===== src/rtl/vga_pkg.sv =====
// Shared 640x480@60 VGA timing constants, frame-buffer geometry and RGB332 layout.
// VGA_SCAN_TESTPAT_EN adds the colour-bar helper used by the optional test pattern.
package vga_pkg;

  localparam int CNT_W = 10;

  localparam logic [CNT_W-1:0] H_VISIBLE    = 10'd640;
  localparam logic [CNT_W-1:0] H_FRONT      = 10'd16;
  localparam logic [CNT_W-1:0] H_SYNC       = 10'd96;
  localparam logic [CNT_W-1:0] H_BACK       = 10'd48;
  localparam logic [CNT_W-1:0] H_TOTAL      = 10'd800;
  localparam logic [CNT_W-1:0] H_SYNC_START = H_VISIBLE + H_FRONT;
  localparam logic [CNT_W-1:0] H_SYNC_END   = H_SYNC_START + H_SYNC - 10'd1;

  localparam logic [CNT_W-1:0] V_VISIBLE    = 10'd480;
  localparam logic [CNT_W-1:0] V_FRONT      = 10'd10;
  localparam logic [CNT_W-1:0] V_SYNC       = 10'd2;
  localparam logic [CNT_W-1:0] V_BACK       = 10'd33;
  localparam logic [CNT_W-1:0] V_TOTAL      = 10'd525;
  localparam logic [CNT_W-1:0] V_SYNC_START = V_VISIBLE + V_FRONT;
  localparam logic [CNT_W-1:0] V_SYNC_END   = V_SYNC_START + V_SYNC - 10'd1;

  localparam int FB_WIDTH  = 160;
  localparam int FB_HEIGHT = 120;
  localparam int PIPE_LAT  = 3;

  localparam int R_MSB = 7;
  localparam int R_LSB = 5;
  localparam int G_MSB = 4;
  localparam int G_LSB = 2;
  localparam int B_MSB = 1;
  localparam int B_LSB = 0;

  // Raw, active-high timing flags travelling down the pixel pipeline.
  typedef struct packed {
    logic hs;
    logic vs;
    logic active;
  } sync_t;

`ifdef VGA_SCAN_TESTPAT_EN
  // 8 bars of 80 px; bar index replicated across the RGB332 byte.
  function automatic logic [7:0] bar_byte(input logic [CNT_W-1:0] x);
    logic [2:0] b;
    b = '0;
    for (int i = 1; i < 8; i++)
      if (x >= CNT_W'(i * 80)) b = 3'(i);
    return {b, b, b[2:1]};
  endfunction
`endif

endpackage


===== src/rtl/vga_timing_gen.sv =====
// Stage-0 raster counters with raw sync/active flags, vblank and frame_start.
module vga_timing_gen
  import vga_pkg::*;
(
  input  logic             clk,
  input  logic             rst,
  output logic [CNT_W-1:0] hcount,
  output logic [CNT_W-1:0] vcount,
  output sync_t            sync,
  output logic             frame_start,
  output logic             vblank
);

  always_ff @(posedge clk) begin
    if (rst) begin
      hcount <= '0;
      vcount <= '0;
    end else if (hcount == H_TOTAL - 10'd1) begin
      hcount <= '0;
      vcount <= (vcount == V_TOTAL - 10'd1) ? '0 : vcount + 10'd1;
    end else begin
      hcount <= hcount + 10'd1;
    end
  end

  always_comb begin
    sync.hs     = (hcount >= H_SYNC_START) && (hcount <= H_SYNC_END);
    sync.vs     = (vcount >= V_SYNC_START) && (vcount <= V_SYNC_END);
    sync.active = (hcount < H_VISIBLE) && (vcount < V_VISIBLE);
  end

  assign vblank      = (vcount >= V_VISIBLE);
  assign frame_start = (hcount == '0) && (vcount == V_VISIBLE);

endmodule


===== src/rtl/vga_scan_reader.sv =====
// Scans a 160x120 RGB332 frame buffer out as 640x480 VGA, each pixel replicated 4x4.
// Define VGA_SCAN_TESTPAT_EN to let test_mode replace memory data with colour bars.
module vga_scan_reader #(
  parameter int DATA_WIDTH  = 8,
  parameter int ADDR_WIDTH  = 16,
  parameter int FB_WIDTH    = 160,
  parameter int SCALE_SHIFT = 2
) (
  input  logic                  clk,
  input  logic                  rst,
  output logic [ADDR_WIDTH-1:0] addr_b,
  input  logic [DATA_WIDTH-1:0] q_b,
  output logic                  vga_hs,
  output logic                  vga_vs,
  output logic [2:0]            vga_r,
  output logic [2:0]            vga_g,
  output logic [1:0]            vga_b,
  output logic                  vga_blank_n,
  output logic                  vblank,
  output logic                  frame_start,
  input  logic                  test_mode
);
  import vga_pkg::*;

  localparam logic [CNT_W-1:0] ROW_MASK = CNT_W'((1 << SCALE_SHIFT) - 1);

  logic [CNT_W-1:0]      hcount, vcount;
  sync_t                 sync_raw;
  sync_t [PIPE_LAT-2:0]  sync_pipe;
  logic [ADDR_WIDTH-1:0] line_base;
  logic [DATA_WIDTH-1:0] pix, pix_src;

  vga_timing_gen u_timing (
    .clk         (clk),
    .rst         (rst),
    .hcount      (hcount),
    .vcount      (vcount),
    .sync        (sync_raw),
    .frame_start (frame_start),
    .vblank      (vblank)
  );

  // Advance one buffer row after the last screen line of each replicated group.
  always_ff @(posedge clk) begin
    if (rst) begin
      line_base <= '0;
    end else if (hcount == H_TOTAL - 10'd1) begin
      if (vcount == V_TOTAL - 10'd1)
        line_base <= '0;
      else if (((vcount & ROW_MASK) == ROW_MASK) && (vcount < V_VISIBLE))
        line_base <= line_base + ADDR_WIDTH'(FB_WIDTH);
    end
  end

  // Stage 1: address only moves in the visible area, so blanking holds it.
  always_ff @(posedge clk) begin
    if (rst)
      addr_b <= '0;
    else if (sync_raw.active)
      addr_b <= line_base + ADDR_WIDTH'(hcount >> SCALE_SHIFT);
  end

  always_ff @(posedge clk) begin
    if (rst) begin
      sync_pipe <= '0;
    end else begin
      sync_pipe[0] <= sync_raw;
      for (int i = 1; i <= PIPE_LAT - 2; i++)
        sync_pipe[i] <= sync_pipe[i-1];
    end
  end

`ifdef VGA_SCAN_TESTPAT_EN
  logic [PIPE_LAT-2:0][CNT_W-1:0] hx_pipe;

  always_ff @(posedge clk) begin
    if (rst) begin
      hx_pipe <= '0;
    end else begin
      hx_pipe[0] <= hcount;
      for (int i = 1; i <= PIPE_LAT - 2; i++)
        hx_pipe[i] <= hx_pipe[i-1];
    end
  end

  assign pix_src = test_mode ? DATA_WIDTH'(bar_byte(hx_pipe[PIPE_LAT-2])) : q_b;
`else
  logic unused_test_mode;
  assign unused_test_mode = test_mode;
  assign pix_src          = q_b;
`endif

  // Stage 3: everything registered together so colour and syncs line up.
  always_ff @(posedge clk) begin
    if (rst) begin
      vga_hs      <= 1'b1;
      vga_vs      <= 1'b1;
      vga_blank_n <= 1'b0;
      pix         <= '0;
    end else begin
      vga_hs      <= ~sync_pipe[PIPE_LAT-2].hs;
      vga_vs      <= ~sync_pipe[PIPE_LAT-2].vs;
      vga_blank_n <= sync_pipe[PIPE_LAT-2].active;
      pix         <= sync_pipe[PIPE_LAT-2].active ? pix_src : '0;
    end
  end

  assign vga_r = pix[R_MSB:R_LSB];
  assign vga_g = pix[G_MSB:G_LSB];
  assign vga_b = pix[B_MSB:B_LSB];

endmodule


===== config.mk =====
export PLATFORM = sky130hd
export DESIGN_NAME = vga_scan_reader
export DESIGN_NICKNAME = d
export VERILOG_FILES = /design/src/rtl/vga_pkg.sv /design/src/rtl/vga_timing_gen.sv /design/src/rtl/vga_scan_reader.sv
export SDC_FILE = /design/constraint.sdc
export NUM_CORES = 1
export LEC_CHECK = 0
export CAP_MARGIN = 20
export CORE_MARGIN = 2
export CORE_UTILIZATION = 46
export DETAILED_ROUTE_END_ITERATION = 10
export PLACE_DENSITY = 0.78
export SLEW_MARGIN = 10
export SYNTH_ARGS = -nofsm -noshare
export SYNTH_HDL_FRONTEND = slang
export SYNTH_SLANG_ARGS = --single-unit

===== constraint.sdc =====
create_clock -name clk -period 2.35 [get_ports clk]
set_clock_uncertainty 0.1 [all_clocks]
set_input_delay 0.47 -clock clk [delete_from_list [all_inputs] [get_ports clk]]
set_output_delay 0.47 -clock clk [all_outputs]
set_load 0.01 [all_outputs]

==> results of run 1 <==
-- cells by family after synthesis --
group,count (synthesis),synth area share (%)
AND/OR/NAND/NOR,137,24.6
flip-flops,64,44.7
AO/OA/AOI/OAI,63,13.9
XOR/XNOR,27,8.25
buffers and inverters,24,4.10
adder cells (fa/ha/maj),10,4.36
other,1,0.131
-- layer usage --
metal  routed length (um)  up-vias  GRT usage [%]
met1                 2830     1110           23.1
li1                     -     1231              -
met5                    0        -              0
met4                  123        0           8.94
met2                 2950       85           29.8
met3                  353       12           4.67
-- worst paths after layout --
path	cells after the start	slack (ns)	startpoint	end
setup / recovery	6	0.13	u_timing.hcount[0]	line_base[7]
hold / removal	1	0.28	sync_pipe[4]	vga_vs
setup reg to reg	6	0.13	u_timing.hcount[0]	line_base[7]
hold reg to reg	1	0.28	sync_pipe[4]	vga_vs
-- cells in the mapped netlist, drive strengths merged, types with 5 or more instances --
library cell	count	share of area (%)
dfxtp	64	45
nor2	35	4.8
nand2	31	4.1
xor2	22	6.7
o21ai	19	3.4
nand3	18	3.3
a21oi	17	3.0
nand4	12	2.6
and2	11	2.4
buf	11	2.4
ha	10	4.4
clkbuf	7	0.96
nor3	7	1.4
and3	6	1.3
inv	6	0.79
xnor2	5	1.5
-- registers in the layout, summed over array words and instances (netlist names) --
signal	count
vga_hs	1
vga_vs	1
addr_b	16
sync_pipe	6
pix	8
u_timing.vcount	10
u_timing.hcount	10
line_base	11
vga_blank_n	1
-- placed cells by master (no fill, tap or decap), types with 6 or more instances in the layout --
cell and n:
inv_1 6, nor3_1 6, a21oi_1 17, clkbuf_8 9
nand2_1 31, ha_1 10, nand3_1 17, and2_1 11
nand4_1 12, and3_1 6, clkdlybuf4s50_1 37, buf_4 12
nor2_1 34, xor2_1 22, dfxtp_1 64, o21ai_0 18
-- area by class of cell --
type	count	area [um2]
tap	75	93.8
inverter	6	22.5
timing repair buffer	51	489
sequential	64	1280
clock inverter	7	141
fill	508	2330
clock buffer	9	124
multi-input combinational	238	1480
-- where the power goes --
group | switching, mW | internal (mW)
Sequential | 0.00694 | 1.10
Clock | 0.438 | 0.813
Combinational | 0.0392 | 0.0445
Total | 0.484 | 1.95
-- timing repair --
| action | 4_1_cts | 5_1_grt |
|---|---|---|
| resized for setup | 2 | 0 |
| hold endpoints to repair | 0 | 0 |
| hold buffers | 0 | 0 |
| endpoints found under the setup margin | 1 | 0 |
==> results by group, run 1 <==
Cells and area
  – Area Growth Syn to Fin: 26.5%
  – Share of cells above drive strength 1: 9.60%
  – Final nets: 391
  – Util after Layout: 60.9%
  – Diode count: 0
  – Final instance area: 3630 um2
  – Final Non-Filler Cells: 450

Clocking
  – Clock latency on the worst-skew pair: 0.34 ns
  – Root Buffer: clkbuf_8
  – Reg clk slew, reported paths: 0.07 ns
  – Postcts setup bufs: 0
  – Clock tree sinks: 64
  – Clock Tree Buf Depth: 2
  – CTS tree: done
  – CTS Buf Count: 9
  – H-tree depth: 3

Synthesis
  – Synthesized instance count: 326
  – Number of synthesized flops with an enable pin: 0
  – Main synth FF type: dfxtp_1
  – Synth Warn #: 0
  – Synth Area per Inst: 8.80 um2
  – Mapped Nets: 347
  – Area of the mapped netlist: 2870 um2
  – Register area share after synthesis: 44.7%
  – Async SR Flop Fraction: 0%
  – Seq cells post-synth: 64
  – Distinct cells, synth: 48

Critical path
  – CP cell instances: ha_1, nand3_2, or4_1, nor3_2, nor2_1, a311oi_2
  – Critical path required time: 2.51 ns
  – Critical-path top delay cell: or4_1
  – WS Path Type: reg2reg
  – CP Launch Type: flop
  – Worst EP arrival: 2.38 ns
  – Maximum fanout along the worst path: 10
  – Crit-path leading delay family: simple AND/OR/NAND/NOR gates
  – Crit. End Element: flop
  – CP max stage delay: 0.74 ns
  – CP bufs+invs: 0

Global route
  – Antenna violations before repair: 0
  – Number of global-route vias before repair: 2283
  – GRT Total Usage: 18.5%
  – Largest net degree at the start of global routing: 29
  – Total gr overflow: 0
  – Global-route wire length before repair: 10.4 mm

STA
  – Final Critical Period: 2.22 ns
  – Final hold vios: 0
  – Endpoints failing setup: 0
  – Max-slew violations: 0
  – Final worst slack: 0.129 ns
  – Worst hold slack: 0.276 ns
  – Period utilisation layout: 94.5%
  – Final setup TNS: 0 ns
  – Relative slew slack: 63.0%
  – Setup repair after global routing missed its margin: no
  – F_max: 0.450 GHz
  – Worst-Margin Slew: 0.550 ns

Drt
  – Routed Antenna Nets: 0
  – Initial DRC Count: 122
  – DR pass1 iterations: 4
  – WL/cell: 13.9 um
  – Post-route DRC violation count: 0
  – Via Count: 2438
  – DR vias/cell: 5.42
  – DRT Wirelength: 6.26 mm

Place
  – IO Port Bufs: 38
  – Dpl cells: 434
  – Dpl ws: 0.146 ns
  – Final Wtd Congestion: 0.877
  – DP Area: 3360 um2
  – HPWL Detailed: 4.31 mm

Pwr
  – LEAKAGE: 1.40 nW
  – VDD IR max: 0.414 mV
  – PD cells: 672 nW/um2
  – Overall power: 2.44 mW

Floorplanning
  – Die span in y: 83.0 um
  – Die area: 6880 um2
  – I/O pin count: 40
  – # rows: 28
  – Core area: 5960 um2
  – Die Wd: 83.0 um
  – Initial Util: 48.2%

Job
  – Total of max-cap violations: 0

Hold path
  – HP Class: reg2reg

Outcome
  – Outcome: completed
Note: power is estimated with default switching activity, not from simulation.
==> run 2: changes to the inputs <==
RECOVER_POWER = 50   (was not set)
==> run 2 against run 1 <==
  * Total power is 0.22% lower
  * Largest power group unchanged
  * First-iteration DRC count is 5.7% higher
  * Critical path depth stayed put
  * Setup slack better by 0.0039 ns
  * Cell count stayed put
  * Via count is 0.53% lower
  * Critical path type unchanged
  * Combinational power is 5.4% lower
  * Clock power hardly changed
  * Non-clock buffer count stayed put
  * Die area stayed put
  * Sequential share of layout area is 0.13 points higher
==> results by group, run 2 (synthesis gave the netlist of run 1 again) <==
Clocking
  – CTS tree: done
  – CTS Buf Count: 9 (unchanged)
  – Clock latency on the worst-skew pair: 0.34 ns (about the same)
  – Reg clk slew, reported paths: 0.07 ns (about the same)
  – Postcts setup bufs: 0 (unchanged)
  – Clock Tree Buf Depth: 2 (unchanged)
  – Hold buffer count at CTS: 0 (unchanged)
  – Clock tree sinks: 64 (unchanged)
  – Root Buffer: clkbuf_8
  – H-tree depth: 3 (unchanged)

Global route
  – GRT Total Usage: 18.5% (unchanged)
  – Number of global-route vias before repair: 2283 (unchanged)
  – Total gr overflow: 0 (unchanged)
  – Antenna violations before repair: 0 (unchanged)
  – Largest net degree at the start of global routing: 29 (unchanged)
  – Global-route wire length before repair: 10.4 mm (unchanged)

Floorplanning
  – Die span in y: 83.0 um (unchanged)
  – # rows: 28 (unchanged)
  – I/O pin count: 40 (unchanged)
  – Core area: 5960 um2 (unchanged)
  – Die Wd: 83.0 um (unchanged)
  – Initial Util: 48.2% (unchanged)
  – Die area: 6880 um2 (unchanged)

STA
  – Final worst slack: 0.133 ns (+0.00387 ns)
  – Worst hold slack: 0.274 ns (-0.00143 ns)
  – F_max: 0.451 GHz (+0.17%)
  – Final Critical Period: 2.22 ns (-0.00387 ns)
  – Period utilisation layout: 94.3% (-0.16 points)
  – Final setup TNS: 0 ns (unchanged)
  – Max-slew violations: 0 (unchanged)
  – Setup repair after global routing missed its margin: no
  – Relative slew slack: 62.8% (-0.21 points)
  – Worst-Margin Slew: 0.553 ns (+0.00306 ns)
  – Endpoints failing setup: 0 (unchanged)
  – Final hold vios: 0 (unchanged)

Place
  – DP Area: 3360 um2 (unchanged)
  – IO Port Bufs: 38 (unchanged)
  – Dpl ws: 0.146 ns (unchanged)
  – HPWL Detailed: 4.31 mm (unchanged)
  – Final Wtd Congestion: 0.877 (unchanged)

Drt
  – DR pass1 iterations: 4 (unchanged)
  – DR vias/cell: 5.39 (-0.53%)
  – Initial DRC Count: 129 (+5.7%)
  – Post-route DRC violation count: 0 (unchanged)
  – Routed Antenna Nets: 0 (unchanged)
  – Via Count: 2425 (-0.53%)
  – DRT Wirelength: 6.23 mm (-0.45%)
  – WL/cell: 13.8 um (-0.45%)

Cells and area
  – Commonest non-fill, non-tap cells in the layout: 64 x dfxtp_1, 34 x nor2_1, 31 x nand2_1, 22 x xor2_1, 20 x dlygate4sd3_1
  – Share of cells above drive strength 1: 8.80% (-0.80 points)
  – Top flop regs: addr_b x16, line_base x11
  – Final instance area: 3610 um2 (-0.38%)
  – Final nets: 391 (unchanged)
  – Area Growth Syn to Fin: 26.0%
  – Most common cell after layout, fill and taps aside: dfxtp_1
  – Biggest register: addr_b
  – Largest register FFs: 16 (unchanged)
  – Diode count: 0 (unchanged)

Pwr
  – LEAKAGE: 1.43 nW (+2.5%)
  – VDD IR max: 0.403 mV (-2.7%)
  – PD cells: 673 nW/um2 (+0.16%)
  – Overall power: 2.43 mW (-0.22%)

Outcome
  – Outcome: completed

Critical path
  – Worst EP arrival: 2.38 ns (about the same)
  – WS Path Type: reg2reg
  – Crit. End Element: flop
  – Maximum fanout along the worst path: 10 (unchanged)
  – Critical path required time: 2.51 ns (about the same)
  – CP Launch Type: flop

Hold path
  – HP Class: reg2reg

Job
  – Total of max-cap violations: 0 (unchanged)
[run 2: report_power, final]
part,internal (mW),switching [mW],leakage [nW]
registers,1.10,0.00669,0.518
logic,0.0402,0.0390,0.786
clock network,0.813,0.438,0.130
total,1.95,0.483,1.43
[run 2: worst max-delay path, stage by stage (launching register included)]
cell,delay (ns)
dfxtp_1,0.38
ha_1,0.22
nand3_2,0.14
or4_1,0.74
nor3_2,0.25
nor2_1,0.07
a311oi_2,0.23
[run 2: final timing paths]
| path | start | endpoint | slack [ns] | cells past startpoint |
|---|---|---|---|---|
| max | u_timing.hcount[0] | line_base[7] | 0.13 | 6 |
| min reg2reg | sync_pipe[4] | vga_vs | 0.27 | 1 |
| max reg2reg | u_timing.hcount[0] | line_base[7] | 0.13 | 6 |
| min | sync_pipe[4] | vga_vs | 0.27 | 1 |
[run 2: stage by stage]
| step | util (%) | cells |
|---|---|---|
| floorplan | - | 326 |
| global placement | 56.4 | 434 |
| detailed placement | 56.4 | 434 |
| CTS | 60.9 | 450 |
| global route | 60.7 | 450 |
| finish | 60.7 | 450 |
[run 2: metal layers]
layer / vias to the layer above / part of all wire [%] / GRT usage, %
li1: 1230 / - / -
met1: 1111 / 46 / 23.1
met2: 74 / 47 / 29.8
met3: 10 / 4.8 / 4.67
met4: 0 / 1.9 / 8.94
met5: - / 0 / 0
[run 2: repair_timing]
action / in CTS / in global routing
gates resized for setup: 2 / 0
setup endpoints to repair: 1 / 0
endpoints found under the hold margin: 0 / 0
[run 2: area by class of cell]
type / instances / area [um2]
Clock buffer: 9 / 124
Clock inverter: 7 / 141
Fill cell: 513 / 2340
Inverter: 6 / 22.5
Multi-Input combinational cell: 238 / 1480
Sequential cell: 64 / 1280
Tap cell: 75 / 93.8
Timing Repair Buffer: 51 / 475
